`src/rtl/lsu_pkg.sv`:
```
// lsu_pkg: shared funct3 size codes, FSM states, byte-enable constants and alignment check for the LSU
package lsu_pkg;
    localparam logic [2:0] F3_LB  = 3'b000;
    localparam logic [2:0] F3_LH  = 3'b001;
    localparam logic [2:0] F3_LW  = 3'b010;
    localparam logic [2:0] F3_LBU = 3'b100;
    localparam logic [2:0] F3_LHU = 3'b101;
    localparam logic [2:0] F3_SB  = 3'b000;
    localparam logic [2:0] F3_SH  = 3'b001;
    localparam logic [2:0] F3_SW  = 3'b010;

    localparam logic [3:0] BE_B0  = 4'b0001;
    localparam logic [3:0] BE_LO  = 4'b0011;
    localparam logic [3:0] BE_HI  = 4'b1100;
    localparam logic [3:0] BE_ALL = 4'b1111;

    typedef enum logic [1:0] {S_IDLE = 2'd0, S_REQ = 2'd1, S_WAIT = 2'd2} state_t;

    // Unknown funct3 codes are reported as misaligned so they never reach the bus.
    function automatic logic is_aligned(input logic [2:0] size, input logic [1:0] lo);
        return (size == F3_LB || size == F3_LBU) ? 1'b1 :
               (size == F3_LH || size == F3_LHU) ? !lo[0] :
               (size == F3_LW)                   ? (lo == 2'b00) : 1'b0;
    endfunction
endpackage

```
`src/rtl/lsu_align.sv`:
```
// lsu_align: store lane steering/strobes and load byte/half selection with sign or zero extension
// Ports: i_size (funct3), i_addr_lo (addr[1:0]), i_we (store), i_wdata (low-aligned store data),
//        i_rdata (bus word) -> o_wdata (steered), o_be (strobes), o_rdata (extended load result)
module lsu_align
    import lsu_pkg::*;
(
    input  logic [2:0]  i_size,
    input  logic [1:0]  i_addr_lo,
    input  logic        i_we,
    input  logic [31:0] i_wdata,
    input  logic [31:0] i_rdata,
    output logic [31:0] o_wdata,
    output logic [3:0]  o_be,
    output logic [31:0] o_rdata
);
    logic [31:0] w_shift;
    logic [7:0]  w_byte;
    logic [15:0] w_half;

    always_comb begin
        w_shift = i_rdata >> {i_addr_lo, 3'b000};
        w_byte  = w_shift[7:0];
        w_half  = i_addr_lo[1] ? i_rdata[31:16] : i_rdata[15:0];
        o_wdata = (i_size[1:0] == 2'b00) ? {4{i_wdata[7:0]}} :
                  (i_size[1:0] == 2'b01) ? {2{i_wdata[15:0]}} : i_wdata;
        o_be    = !i_we                  ? BE_ALL :
                  (i_size == F3_SB)      ? (BE_B0 << i_addr_lo) :
                  (i_size == F3_SH)      ? (i_addr_lo[1] ? BE_HI : BE_LO) : BE_ALL;
        o_rdata = (i_size == F3_LB)  ? {{24{w_byte[7]}}, w_byte} :
                  (i_size == F3_LH)  ? {{16{w_half[15]}}, w_half} :
                  (i_size == F3_LBU) ? {24'd0, w_byte} :
                  (i_size == F3_LHU) ? {16'd0, w_half} : i_rdata;
    end
endmodule

```
`src/rtl/lsu.sv`:
```
// lsu: RV32I memory-access stage; bus initiator with stall, lane steering, load extension, timeout
// Ports: ex_mem request (req_valid_i, mem_*_i, rd_*_i), data bus (bus_*), registered write-back
//        (rd_*_o), stall (hold_flag_o), error pulses (misalign_o, bus_err_o)
module lsu
    import lsu_pkg::*;
#(
    parameter int unsigned TIMEOUT_CYCLES = 255,
    parameter int unsigned ADDR_W         = 32
) (
    input  logic              clk,
    input  logic              rst_n,
    input  logic              req_valid_i,
    input  logic [31:0]       mem_addr_i,
    input  logic [31:0]       mem_data_i,
    input  logic [2:0]        mem_size_i,
    input  logic              mem_we_i,
    input  logic              mem_re_i,
    input  logic [4:0]        rd_addr_i,
    input  logic              rd_wen_i,
    input  logic [31:0]       rd_data_i,
    output logic              bus_req_o,
    output logic              bus_we_o,
    output logic [ADDR_W-1:0] bus_addr_o,
    output logic [31:0]       bus_wdata_o,
    output logic [3:0]        bus_be_o,
    input  logic              bus_gnt_i,
    input  logic              bus_rvalid_i,
    input  logic [31:0]       bus_rdata_i,
    input  logic              bus_err_i,
    output logic [4:0]        rd_addr_o,
    output logic [31:0]       rd_data_o,
    output logic              rd_wen_o,
    output logic              hold_flag_o,
    output logic              misalign_o,
    output logic              bus_err_o
);
    localparam int CW = $clog2(TIMEOUT_CYCLES + 2);

    state_t      r_state, w_next;
    logic [31:0] r_addr, r_wdata, w_ldata;
    logic [2:0]  r_size;
    logic        r_we;
    logic [4:0]  r_rd;
    logic [CW-1:0] r_cnt;
    logic        w_memop, w_ok, w_accept, w_done, w_to;

    lsu_align u_align (
        .i_size    (r_size),
        .i_addr_lo (r_addr[1:0]),
        .i_we      (r_we),
        .i_wdata   (r_wdata),
        .i_rdata   (bus_rdata_i),
        .o_wdata   (bus_wdata_o),
        .o_be      (bus_be_o),
        .o_rdata   (w_ldata)
    );

    always_comb begin
        w_memop  = req_valid_i & (mem_we_i | mem_re_i);
        w_ok     = is_aligned(mem_size_i, mem_addr_i[1:0]);
        w_accept = (r_state == S_IDLE) & w_memop & w_ok;
        // A response in the grant cycle completes the access without visiting WAIT.
        w_done   = ((r_state == S_REQ) & bus_gnt_i & bus_rvalid_i) | ((r_state == S_WAIT) & bus_rvalid_i);
        w_to     = (TIMEOUT_CYCLES != 0) & (r_state != S_IDLE) & !w_done & (r_cnt == CW'(TIMEOUT_CYCLES - 1));
        w_next   = r_state;
        case (r_state)
            S_IDLE:  w_next = w_accept ? S_REQ : S_IDLE;
            S_REQ:   w_next = (w_done | w_to) ? S_IDLE : bus_gnt_i ? S_WAIT : S_REQ;
            S_WAIT:  w_next = (w_done | w_to) ? S_IDLE : S_WAIT;
            default: w_next = S_IDLE;
        endcase
        hold_flag_o = w_accept | ((r_state != S_IDLE) & !w_done & !w_to);
        bus_req_o   = r_state == S_REQ;
        bus_we_o    = r_we;
        bus_addr_o  = {r_addr[ADDR_W-1:2], 2'b00};
    end

    always_ff @(posedge clk or negedge rst_n) begin
        if (!rst_n) begin
            r_state <= S_IDLE;
            r_cnt   <= '0;
            r_addr  <= '0;
            r_wdata <= '0;
            r_size  <= '0;
            r_we    <= 1'b0;
            r_rd    <= '0;
        end else begin
            r_state <= w_next;
            r_cnt   <= (r_state == S_IDLE || w_next == S_IDLE) ? '0 : r_cnt + 1'b1;
            if (w_accept) begin
                r_addr  <= mem_addr_i;
                r_wdata <= mem_data_i;
                r_size  <= mem_size_i;
                r_we    <= mem_we_i;
                r_rd    <= rd_addr_i;
            end
        end
    end

    always_ff @(posedge clk or negedge rst_n) begin
        if (!rst_n) begin
            rd_addr_o  <= '0;
            rd_data_o  <= '0;
            rd_wen_o   <= 1'b0;
            misalign_o <= 1'b0;
            bus_err_o  <= 1'b0;
        end else begin
            misalign_o <= (r_state == S_IDLE) & w_memop & !w_ok;
            bus_err_o  <= w_to | (w_done & bus_err_i);
            rd_wen_o   <= 1'b0;
            if ((r_state == S_IDLE) & req_valid_i & !w_memop) begin
                rd_addr_o <= rd_addr_i;
                rd_data_o <= rd_data_i;
                rd_wen_o  <= rd_wen_i;
            end else if (w_done & !r_we & !bus_err_i) begin
                rd_addr_o <= r_rd;
                rd_data_o <= w_ldata;
                rd_wen_o  <= r_rd != 5'd0;
            end
        end
    end
endmodule

```
`config.mk`:
```
export PLATFORM = sky130hd
export DESIGN_NAME = lsu
export DESIGN_NICKNAME = d
export VERILOG_FILES = /design/src/rtl/lsu_pkg.sv /design/src/rtl/lsu_align.sv /design/src/rtl/lsu.sv
export SDC_FILE = /design/constraint.sdc
export NUM_CORES = 1
export LEC_CHECK = 0
export BUFFER_PORTS_ARGS = -buffer_cell sky130_fd_sc_hd__buf_2
export CAP_MARGIN = 0
export CORE_AREA = 2 2 124 126
export DETAILED_ROUTE_END_ITERATION = 8
export DIE_AREA = 0 0 126 128
export PLACE_DENSITY = 0.74
export SLEW_MARGIN = 20
export SYNTH_ARGS = -nofsm -noshare
export SYNTH_HDL_FRONTEND = slang
export SYNTH_SLANG_ARGS = --single-unit
```
`constraint.sdc`:
```
create_clock -name clk -period 3.05 [get_ports clk]
set_input_delay 0.1525 -clock clk [delete_from_list [all_inputs] [get_ports clk]]
set_output_delay 0.1525 -clock clk [all_outputs]
set_load 0.005 [all_outputs]
```
---- Yosys cells after proc, flatten, opt, wreduce, memory -nomap -nowiden ----
Index checks and enable logic that the tools add are counted.
storage, ports and cells
  input bits .............................. 145
  register bits ........................... 124
  output and inout bits ................... 111
cells by class
  shifts and indexed selects .............. 2
  eq/ne operators ......................... 11
  reductions and logical operators ........ 19
  add/subtract/negate cells ............... 1
  mux-type cells .......................... 26
  bitwise logic cells ..................... 20
operators by type and width
  cell                                                 count
  2-to-1 mux 32 bit                                    8
  >> shifter 32 x 5 -> 8 bit                           1
  2-to-1 mux 16 bit                                    1
  2-to-1 mux 4 bit                                     4
  AND 1 bit                                            15
  equality test 3 bit, second input constant           4
  2-to-1 mux 5 bit                                     2
  adder 9 x 1 -> 9 bit, second input constant          1
  equality test 9 x 8 -> 1 bit, second input constant  1
  2-to-1 mux 9 bit                                     1
  logical NOT 2 bit                                    4
  logical NOT 1 bit                                    7
  equality test 3 x 1 -> 1 bit, second input constant  2
  logical NOT 3 bit                                    2
  2-to-1 mux 1 bit                                     6
  2-to-1 mux 2 bit                                     3
  case mux 2 bit (3 select lines)                      1
  bitwise OR 1 bit                                     5
  nonzero test 5 bit                                   1
  equality test 2 x 1 -> 1 bit, second input constant  2
  nonzero test 2 bit                                   2
  << shifter 1 x 2 -> 4 bit, first input constant      1
  equality test 3 x 2 -> 1 bit, second input constant  1
  logical OR 1 bit                                     3
  equality test 2 bit, second input constant           1

---- Depth between registers and ports, before layout ----
Gate-level depths: netlist (run 1).
  word-level depth ........................ 13
  mapped depth ............................ 7
  gate-level depth less buffers ........... 6

---- Modules after synthesis ----
A second synthesis (run 1) with hierarchy kept.
second synthesis, totals
  cells, all modules ...................... 638
  area, all modules ....................... 6552.5 um^2
modules (own cells, without submodules)
  module     area each (um^2)  instances  sequential area each (um^2)  cells an instance
  lsu        5395.2            1          3103.0                       473
  lsu_align  1157.4            1          0.0                          165

---- Worst setup path after synthesis (run 1) ----
Ideal clock, no wire load.
  path kind ............................... register -> register
  from .................................... reg r_state[1]
  to ...................................... reg rd_data_o[12]
  path buffers ............................ 3
  stages on the path, launching flop included .. 8
  arrival time ............................ 1622 ps
  slack ................................... 1282 ps
  clock period less this slack ............ 1768 ps
  required time ........................... 2904 ps
  cells stage by stage .................... dfrtp_1 buf_6 or3b_4 or3_1 buf_4 buf_4 nor2_1 a211oi_1
on the way
  word-level cells in the longest chain between the ends .. 7
  elaborated cells between the ends (all ways) .. 13
  classes of those cells .................. eq/ne (2); mux (1); bitwise (8); reduce/logical (2)
ends and longest elaborated chain
  item                          RTL line    RTL
  start, declared               lsu.sv:39   state_t r_state, w_next;
  start signal, assigned        lsu.sv:88   r_state <= w_next;
  equality test 2 x 1 -> 1 bit  lsu.sv:63   w_done = ((r_state == S_REQ) & bus_gnt_i & bus_rvalid_i) | ((r_state == S_WAIT) & bus_rvalid_i);
  AND 1 bit (2 in a row)        lsu.sv:63
  bitwise OR 1 bit              lsu.sv:63
  AND 1 bit (2 in a row)        lsu.sv:115  end else if (w_done & !r_we & !bus_err_i) begin
  nonzero test 2 bit (no line)  -
  end signal, assigned          lsu.sv:113  rd_data_o <= rd_data_i;
  end signal, assigned          lsu.sv:117  rd_data_o <= w_ldata;
  end, declared                 lsu.sv:31   output logic [31:0] rd_data_o,
Parallel ways exist; a longest one is shown, timed or not.
A chain may end at the register's enable or synchronous reset.

---- Worst setup path after layout (run 1) ----
  from .................................... reg r_state[1]
  to ...................................... reg rd_data_o[16]
The elaborated chain is that of the path after synthesis.

==> flow_summary.json, run 1 <==
{
  "max_slew_margin_pct": 51.0,
  "number_of_antenna_violations_at_the_first_check_in_global_routing": 1,
  "worst-endpoint-required_ns": 3.35,
  "grt_setup_unrepaired": "no",
  "first_global_vias": 5978,
  "clkLatencyLatePin_ns": 0.42,
  "p_leak_nw": 4.44,
  "storage_cell_area_um2": 3100,
  "synth-warning-count": 0,
  "ir_drop_mv": 0.484,
  "synth_edf_count": 0,
  "cts_tree": "yes",
  "pre_cts_slack_ns": 0.736,
  "portBuffers": 253,
  "power.switching_fraction_pct": 31.2,
  "hold_depth": 3,
  "multiInputGateArea_um2": 2880,
  "power.share.clock_pct": 30.4,
  "postSynthAreaPerCell_um2": 11.1,
  "critical_path_class": "flip-flop to flip-flop",
  "drc": 0,
  "globalplace.congestion": 0.847,
  "core_area_um2": 14900,
  "synthDistinctLibCells": 52,
  "drt_first_pass_iters": 5,
  "finalCriticalPeriod_ns": 2.57,
  "timing.max_cap.violations": 0,
  "grt_overflow": 0,
  "comb_power_share_pct": 32.9,
  "power.internal_w": 0.00489,
  "io_pins": 256,
  "maxClockFrequency_mhz": 389,
  "slew_violations": 0,
  "sequentialPowerShare_pct": 36.7,
  "power.net_switching_w": 0.00221,
  "post-route-period-util_pct": 84.2,
  "crit_path_start_kind": "flip-flop",
  "arrival_ns": 2.86,
  "most_common_library_cell_in_the_layout_ignoring_fill_and_taps": "buf_2",
  "total_instance_count_after_detailed_placement": 959,
  "clkSlewWorstSetupHoldPaths_ns": 0.06,
  "setup_viol": 0,
  "grt_use_total_pct": 25.3,
  "grt_max_degree": 89,
  "cts_root_buf": "clkbuf_16",
  "mostFrequentLayoutCells": "buf_2 (252), dfrtp_1 (123), dlygate4sd3_1 (93)",
  "first_iter_violations": 456,
  "maximum_fanout_count_along_the_critical_path": 15,
  "final_hold_viol_count": 0,
  "number_of_cells_in_the_finished_layout_apart_from_fillers": 1088,
  "result_of_the_run": "finished, final reports clean",
  "wire_per_inst_um": 18.7,
  "fin_nets": 1033,
  "power.density_nw_per_um2": 773,
  "area.growth.synth_to_final_pct": 41.1,
  "die-area_um2": 16100,
  "tightestPinTransition_ns": 0.732,
  "netlist_area_um2": 6510,
  "dp_hpwl_um": 12600,
  "std_cell_rows": 45,
  "cts_htree_levels": 4,
  "routed-via-count": 5750,
  "crit_path_end_kind": "flip-flop",
  "route.detailed.vias_per_inst": 5.28,
  "total_power_w": 0.00711,
  "cts_sinks": 124,
  "fraction_of_the_yosys_area_taken_by_sequential_cells_pct": 47.6,
  "final.fill_count": 1169,
  "die_height_um": 128,
  "ffs_w_async_s_r_synth_pct": 100,
  "timing.final.ws_setup_ns": 0.481,
  "drtAntennaViolNets": 0,
  "buffer_levels_on_the_longest_clock_path": 2,
  "drive_gt1_share_pct": 43.8,
  "worstRegToRegCells": 5,
  "dominant_register_cell_in_the_synthesized_netlist": "dfrtp_1",
  "grt_first_pass_wirelength_um": 31500,
  "syn_inst": 585,
  "skew_ns": 0.00622,
  "ys_ff_latch": 124,
  "die-width_um": 126,
  "fin_tns_setup_ns": 0,
  "gates_resized_cts_repair": 0,
  "hold_path.class": "input port to flip-flop",
  "cts_inserted_buffers": 17,
  "routed_wirelength_um": 20300,
  "initial_core_util_pct": 43.8
}
logic make-up (layout without fill, tap and decap cells):
logic type / Yosys count / after routing / synth area share [%]
flops: 124 / 124 / 47.6
buf+inv: 83 / 396 / 8.55
fa+ha+maj: 2 / 2 / 0.384
compound gates: 102 / 102 / 10.0
mux: 102 / 102 / 20.4
simple gates: 164 / 164 / 12.0
xor+xnor: 7 / 7 / 0.941
other cells: 1 / 3 / 0.0576
cell usage after synthesis (3+ instances only):
| master | number | area [um^2] |
|---|---|---|
| clkbuf_1 | 13 | 48.8 |
| nor3_1 | 25 | 125 |
| nand4_1 | 3 | 18.8 |
| inv_1 | 6 | 22.5 |
| nand2_1 | 41 | 154 |
| mux2_4 | 48 | 721 |
| nor2_1 | 54 | 203 |
| buf_1 | 3 | 11.3 |
| mux2_2 | 42 | 473 |
| a22oi_1 | 8 | 60.1 |
| o21ai_0 | 28 | 140 |
| buf_2 | 7 | 35.0 |
| o211ai_1 | 7 | 52.6 |
| dfrtp_1 | 124 | 3100 |
| or3_1 | 8 | 50.1 |
| a211oi_1 | 27 | 203 |
| xor2_1 | 6 | 52.6 |
| nand3_1 | 10 | 50.1 |
| a21oi_1 | 19 | 95.1 |
| buf_4 | 45 | 338 |
| nor2b_1 | 8 | 50.1 |
| buf_6 | 9 | 101 |
| mux2i_1 | 11 | 110 |
power by group through the flow:
stage	clock network [W]	logic, W	registers (W)
6_report	0.00216	0.00234	0.00261
5_1_grt	0.00226	0.00254	0.00268
4_1_cts	0.00218	0.00230	0.00259
3_5_place_dp	0	0.00219	0.00260
3_3_place_gp	0	0.00214	0.00259
2_1_floorplan	0	0.00153	0.00247
final cells by class:
class	count	share of cell area [%]
Sequential cell	124	33.8
Multi-Input combinational cell	379	31.4
Timing Repair Buffer	358	25.2
Clock buffer	21	5.01
Tap cell	188	2.56
Clock inverter	11	1.81
Inverter	6	0.245
Antenna cell	1	0.0272
state kept, by name (all words and copies together), names as in the netlist:
register and count:
r_rd 5, r_addr 32, rd_data_o 32, r_cnt 9
bus_we_o 1, rd_wen_o 1, rd_addr_o 5, bus_err_o 1
r_wdata 32, r_state 2, r_size 3, misalign_o 1
routing by layer:
| metal | routed length (um) | share of wire, % | track usage [%] | up-vias |
|---|---|---|---|---|
| met3 | 1520 | 7.5 | 6.51 | 55 |
| met1 | 8100 | 40 | 29.8 | 2757 |
| met2 | 10100 | 50 | 43.9 | 307 |
| met5 | 0 | 0 | 0 | - |
| met4 | 580 | 2.9 | 10.6 | 0 |
| li1 | - | - | - | 2631 |
final timing paths:
kind / from / end / slack (ns)
worst min-delay path: rd_data_i[26] / rd_data_o[26]$_DFFE_PN0P_ / 0.01
worst max-delay path: r_state[1]$_DFF_PN0_ / rd_data_o[16]$_DFFE_PN0P_ / 0.48
max in group asynchronous: rst_n / rd_data_o[19]$_DFFE_PN0P_ / 1.92
worst max register to register: r_state[1]$_DFF_PN0_ / rd_data_o[16]$_DFFE_PN0P_ / 0.48
min in group asynchronous: rst_n / r_addr[2]$_DFFE_PN0P_ / 0.24
worst min register to register: r_addr[11]$_DFFE_PN0P_ / r_addr[11]$_DFFE_PN0P_ / 0.50
critical path, stage by stage, from the launching register on:
cell and delay [ns]:
dfrtp_1 0.46, nand3b_1 0.28, a211o_1 0.58, nor3_4 0.40, a211oi_1 0.14, dlygate4sd3_1 0.59
metrics by stage:
step	hold slack [ns]	utilization, %	instance area (um^2)
after detailed placement	0.151	51.2	7610
after global routing	0.0253	61.8	9190
after floorplan	-0.143	-	6520
after CTS	0.000420	61.6	9150
final	0.0113	61.8	9190
after global placement	0.152	51.2	7610
repair_timing:
item	CTS	global route
endpoints found under the hold margin	127	1
hold buffers	92	1
buffers inserted	0	3
setup endpoints to repair	0	2
No activity file was read; power rests on OpenSTA's default activity.
==> inputs of run 2 (changes only) <==
Clock period 3.05 ns to 2.6 ns, I/O delays scaled along.
==> flow_summary.json, run 2 (synthesis gave the netlist of run 1 again) <==
{
  "result_of_the_run": "finished, final reports clean",
  "cts_inserted_buffers": 17,
  "sequentialPowerShare_pct": 37.2,
  "crit_path_end_kind": "output pin",
  "power.internal_w": 0.00562,
  "drt_first_pass_iters": 5,
  "critical_path_class": "input port to output pin",
  "io_pins": 256,
  "clkSlewWorstSetupHoldPaths_ns": 0.06,
  "setup_viol": 0,
  "drc": 0,
  "cts_sinks": 124,
  "dp_hpwl_um": 13100,
  "finalCriticalPeriod_ns": 2.44,
  "number_of_cells_in_the_finished_layout_apart_from_fillers": 1098,
  "grt_use_total_pct": 25.2,
  "area.growth.synth_to_final_pct": 42.3,
  "most_common_library_cell_in_the_layout_ignoring_fill_and_taps": "buf_2",
  "power.share.clock_pct": 29.2,
  "skew_ns": 0.00839,
  "timing.final.ws_setup_ns": 0.158,
  "grt_first_pass_wirelength_um": 31600,
  "worst-endpoint-required_ns": 2.47,
  "route.detailed.vias_per_inst": 5.24,
  "number_of_antenna_violations_at_the_first_check_in_global_routing": 1,
  "worst_hold_path_endpoint": "rd_data_o[26]$_DFFE_PN0P_",
  "power.net_switching_w": 0.00257,
  "portBuffers": 253,
  "r2r-end": "rd_data_o[11]$_DFFE_PN0P_",
  "p_leak_nw": 4.48,
  "clkLatencyLatePin_ns": 0.41,
  "routed_wirelength_um": 20500,
  "tightestPinTransition_ns": 0.623,
  "drive_gt1_share_pct": 44.0,
  "max_slew_margin_pct": 58.5,
  "buffer_levels_on_the_longest_clock_path": 2,
  "cts_htree_levels": 4,
  "total_instance_count_after_detailed_placement": 966,
  "final.fill_count": 1173,
  "power.switching_fraction_pct": 31.4,
  "core_area_um2": 14900,
  "cts_tree": "yes",
  "die_height_um": 128,
  "arrival_ns": 2.31,
  "worstRegToRegCells": 4,
  "post_cts_buffers": 0,
  "grt_setup_unrepaired": "no",
  "globalplace.congestion": 0.844,
  "ff2ff_setup_slack_ns": 0.33,
  "final_hold_viol_count": 0,
  "power.density_nw_per_um2": 884,
  "maximum_fanout_count_along_the_critical_path": 21,
  "fin_tns_setup_ns": 0,
  "slew_violations": 0,
  "crit_path_start_kind": "input port",
  "regToRegStartpoint": "r_state[1]$_DFF_PN0_",
  "hold_depth": 3,
  "first_global_vias": 5944,
  "pre_cts_slack_ns": 0.443,
  "storage_cell_area_um2": 3100,
  "comb_power_share_pct": 33.6,
  "mostFrequentLayoutCells": "buf_2 (252), dfrtp_1 (123), dlygate4sd3_1 (98)",
  "first_iter_violations": 517,
  "drtAntennaViolNets": 0,
  "die-area_um2": 16100,
  "wire_per_inst_um": 18.7,
  "timing.max_cap.violations": 0,
  "cts_root_buf": "clkbuf_16",
  "multiInputGateArea_um2": 2890,
  "maxClockFrequency_mhz": 409,
  "final.hold.worst_slack_ns": 0.0177,
  "grt_overflow": 0,
  "worstSetupStartpoint": "mem_addr_i[0]",
  "post-route-period-util_pct": 93.9,
  "hold_path.class": "input port to flip-flop",
  "grt_max_degree": 47,
  "fin_nets": 1043,
  "hold_path_startpoint": "rd_data_i[26]",
  "routed-via-count": 5749,
  "die-width_um": 126,
  "initial_core_util_pct": 43.8,
  "reg_top3": "r_addr (32), r_wdata (32), rd_data_o (32)",
  "std_cell_rows": 45,
  "ir_drop_mv": 0.566
}
run 2: changes by cell type in the layout (fill, tap and decap cells not counted):
cell | previous run | this run
dlygate4sd3_1 | 93 | 98
nand2_2 | 0 | 1
bufinv_16 | 4 | 3
clkbuf_8 | 2 | 1
nor2_1 | 54 | 53
clkinv_2 | 3 | 5
buf_12 | 2 | 4
buf_4 | 11 | 13
nor2_2 | 0 | 1
run 2: critical path, cell delays in order:
cell           delay [ns]
dlygate4sd3_1        0.57
buf_2                0.15
o31a_1               0.23
o22ai_1              0.44
nand2_4              0.29
buf_12               0.26
o21ai_0              0.09
buf_2                0.14
run 2: cell type report:
class | instances | share of cell area [%]
clock buffer | 20 | 4.82
sequential | 124 | 33.5
multi-input combinational | 380 | 31.2
clock inverter | 12 | 1.58
inverter | 6 | 0.243
timing repair buffer | 367 | 26.1
antenna | 1 | 0.0270
tap | 188 | 2.54
run 2: power by group through the flow:
stage | Combinational [W] | Clock (W) | Sequential (W)
2_1_floorplan | 0.00180 | 0 | 0.00290
3_3_place_gp | 0.00253 | 0 | 0.00303
3_5_place_dp | 0.00258 | 0 | 0.00304
4_1_cts | 0.00272 | 0.00243 | 0.00302
5_1_grt | 0.00298 | 0.00255 | 0.00313
6_report | 0.00275 | 0.00239 | 0.00305
run 2: worst max-delay path by stage:
| stage | to | cells after the start |
|---|---|---|
| after CTS | hold_flag_o | 6 |
| after global routing | hold_flag_o | 8 |
| after global placement | r_addr[2]$_DFFE_PN0P_ | 5 |
| final | hold_flag_o | 8 |
| after floorplan | rd_data_o[12]$_DFFE_PN0P_ | 7 |
| after detailed placement | rd_data_o[11]$_DFFE_PN0P_ | 4 |
run 2: layer usage:
metal | track usage (%) | wire [um] | part of all wire [%]
met3 | 7.76 | 1460 | 7.1
met2 | 42.9 | 10200 | 50
met4 | 11.1 | 767 | 3.7
met1 | 29.5 | 8070 | 39
met5 | 0 | 0 | 0
run 2: per-stage QoR:
stage | total power (W) | util [%] | instance area, um^2
finish | 0.00819 | 62.4 | 9270
global route | 0.00866 | 62.4 | 9270
CTS | 0.00817 | 62.3 | 9260
detailed placement | 0.00563 | 51.7 | 7680
global placement | 0.00556 | 51.7 | 7680
floorplan | 0.00469 | - | 6520
run 2: timing repair:
item,in CTS,in global routing
hold buffers,98,0
resized for setup,0,1
setup endpoints to repair,0,1
hold endpoints to repair,142,0
==> inputs of run 3 (changes only) <==
Settings changed: CTS_BUF_LIST set to sky130_fd_sc_hd__clkbuf_8.
==> flow_summary.json, run 3 (synthesis gave the netlist of run 1 again) <==
{
  "mostFrequentLayoutCells": "buf_2 (252), dlygate4sd3_1 (128), dfrtp_1 (123)",
  "final.hold.worst_slack_ns": 0.0408,
  "number_of_antenna_violations_at_the_first_check_in_global_routing": 0,
  "cts_root_buf": "clkbuf_8",
  "worst-endpoint-required_ns": 2.92,
  "skew_ns": 0.0137,
  "maximum_fanout_count_along_the_critical_path": 36,
  "die-area_um2": 16100,
  "io_pins": 256,
  "cts_sinks": 124,
  "portBuffers": 253,
  "buffer_levels_on_the_longest_clock_path": 2,
  "post-route-period-util_pct": 94.4,
  "routed_wirelength_um": 20700,
  "finalCriticalPeriod_ns": 2.45,
  "arrival_ns": 2.77,
  "reg_top3": "r_addr (32), r_wdata (32), rd_data_o (32)",
  "wire_per_inst_um": 18.3,
  "antenna_cells": 0,
  "core_area_um2": 14900,
  "result_of_the_run": "finished, final reports clean",
  "drt_first_pass_iters": 5,
  "first_iter_violations": 515,
  "grt_max_degree": 47,
  "final_hold_viol_count": 0,
  "tightestPinTransition_ns": 0.625,
  "setup_viol": 0,
  "fin_nets": 1077,
  "ir_drop_mv": 0.561,
  "hold_path.class": "input port to flip-flop",
  "maxClockFrequency_mhz": 408,
  "initial_core_util_pct": 43.8,
  "timing.max_cap.violations": 0,
  "globalplace.congestion": 0.844,
  "die-width_um": 126,
  "cts_htree_levels": 4,
  "grt_use_total_pct": 25.5,
  "slew_violations": 0,
  "cts_tree": "yes",
  "crit_path_start_kind": "flip-flop",
  "most_common_library_cell_in_the_layout_ignoring_fill_and_taps": "buf_2",
  "fin_tns_setup_ns": 0,
  "power.density_nw_per_um2": 811,
  "grt_setup_unrepaired": "no",
  "drive_gt1_share_pct": 42.8,
  "area.growth.synth_to_final_pct": 44.4,
  "crit_path_end_kind": "flip-flop",
  "drtAntennaViolNets": 0,
  "dp_hpwl_um": 13100,
  "drc": 0,
  "total_power_w": 0.00763,
  "cts_inserted_buffers": 17,
  "grt_overflow": 0,
  "routed-via-count": 5920,
  "clkSlewWorstSetupHoldPaths_ns": 0.07,
  "first_global_vias": 6069,
  "max_slew_margin_pct": 58.4,
  "route.detailed.vias_per_inst": 5.23,
  "p_leak_nw": 4.55,
  "grt_first_pass_wirelength_um": 32000,
  "std_cell_rows": 45,
  "critical_path_class": "flip-flop to flip-flop",
  "die_height_um": 128,
  "clkLatencyLatePin_ns": 0.44
}
## run 3: changes by cell type in the layout (fill, tap and decap cells not counted)
| cell | change |
|---|---|
| inv_1 | +2 |
| clkbuf_1 | -2 |
| dlygate4sd3_1 | +30 |
| clkbuf_16 | -17 |
| clkbuf_8 | +17 |
| diode_2 | -1 |
| buf_4 | +4 |
## run 3: layer usage
metal	global-route usage, %	up-vias	share of wire, %
li1	-	2721	-
met2	42.8	327	49
met4	12.9	0	4.2
met5	0	-	0
met3	7.93	74	8.1
met1	29.6	2798	39
## run 3: critical path: stages (launching register included)
cell           delay [ns]
dfrtp_1              0.46
or3b_4               0.46
or3_1                0.31
buf_4                0.26
nand3_1              0.16
o211ai_1             0.10
dlygate4sd3_1        0.56
## run 3: power breakdown
group | switching [W] | internal, W
sequential | 0.000511 | 0.00254
combinational | 0.00122 | 0.00161
clock | 0.000792 | 0.000958
## run 3: final timing paths
| check | end | from | slack [ns] | depth (start not counted) |
|---|---|---|---|---|
| max | rd_data_o[0]$_DFFE_PN0P_ | r_state[1]$_DFF_PN0_ | 0.15 | 6 |
| min | rd_data_o[30]$_DFFE_PN0P_ | rd_data_i[30] | 0.04 | 3 |
| max reg2reg | rd_data_o[0]$_DFFE_PN0P_ | r_state[1]$_DFF_PN0_ | 0.15 | 6 |
| min reg2reg | r_addr[12]$_DFFE_PN0P_ | r_addr[12]$_DFFE_PN0P_ | 0.51 | 1 |
| max in group asynchronous | r_wdata[3]$_DFFE_PN0P_ | rst_n | 1.49 | 3 |
| min in group asynchronous | r_rd[3]$_DFFE_PN0P_ | rst_n | 0.23 | 2 |
## run 3: area by class of cell
cell class	instances	area, um^2
Timing Repair Buffer	401	2750
Sequential cell	124	3100
Inverter	6	22.5
Fill cell	1137	5460
Clock buffer	18	248
Multi-Input combinational cell	380	2890
Tap cell	188	235
Clock inverter	14	154
## run 3: timing repair
item,CTS,global route
setup endpoints to repair,0,5
setup buffers,0,4
resized for setup,0,1
hold buffers,127,1
endpoints found under the hold margin,157,1
## run 3: metrics by stage
step	util, %	std cells	setup slack [ns]	cell area (um^2)
after detailed placement	51.7	966	0.443	7680
after global routing	63.3	1131	0.0173	9410
final	63.3	1131	0.147	9410
after CTS	62.9	1125	0.0222	9360
after floorplan	-	586	0.832	6520
after global placement	51.7	966	0.512	7680
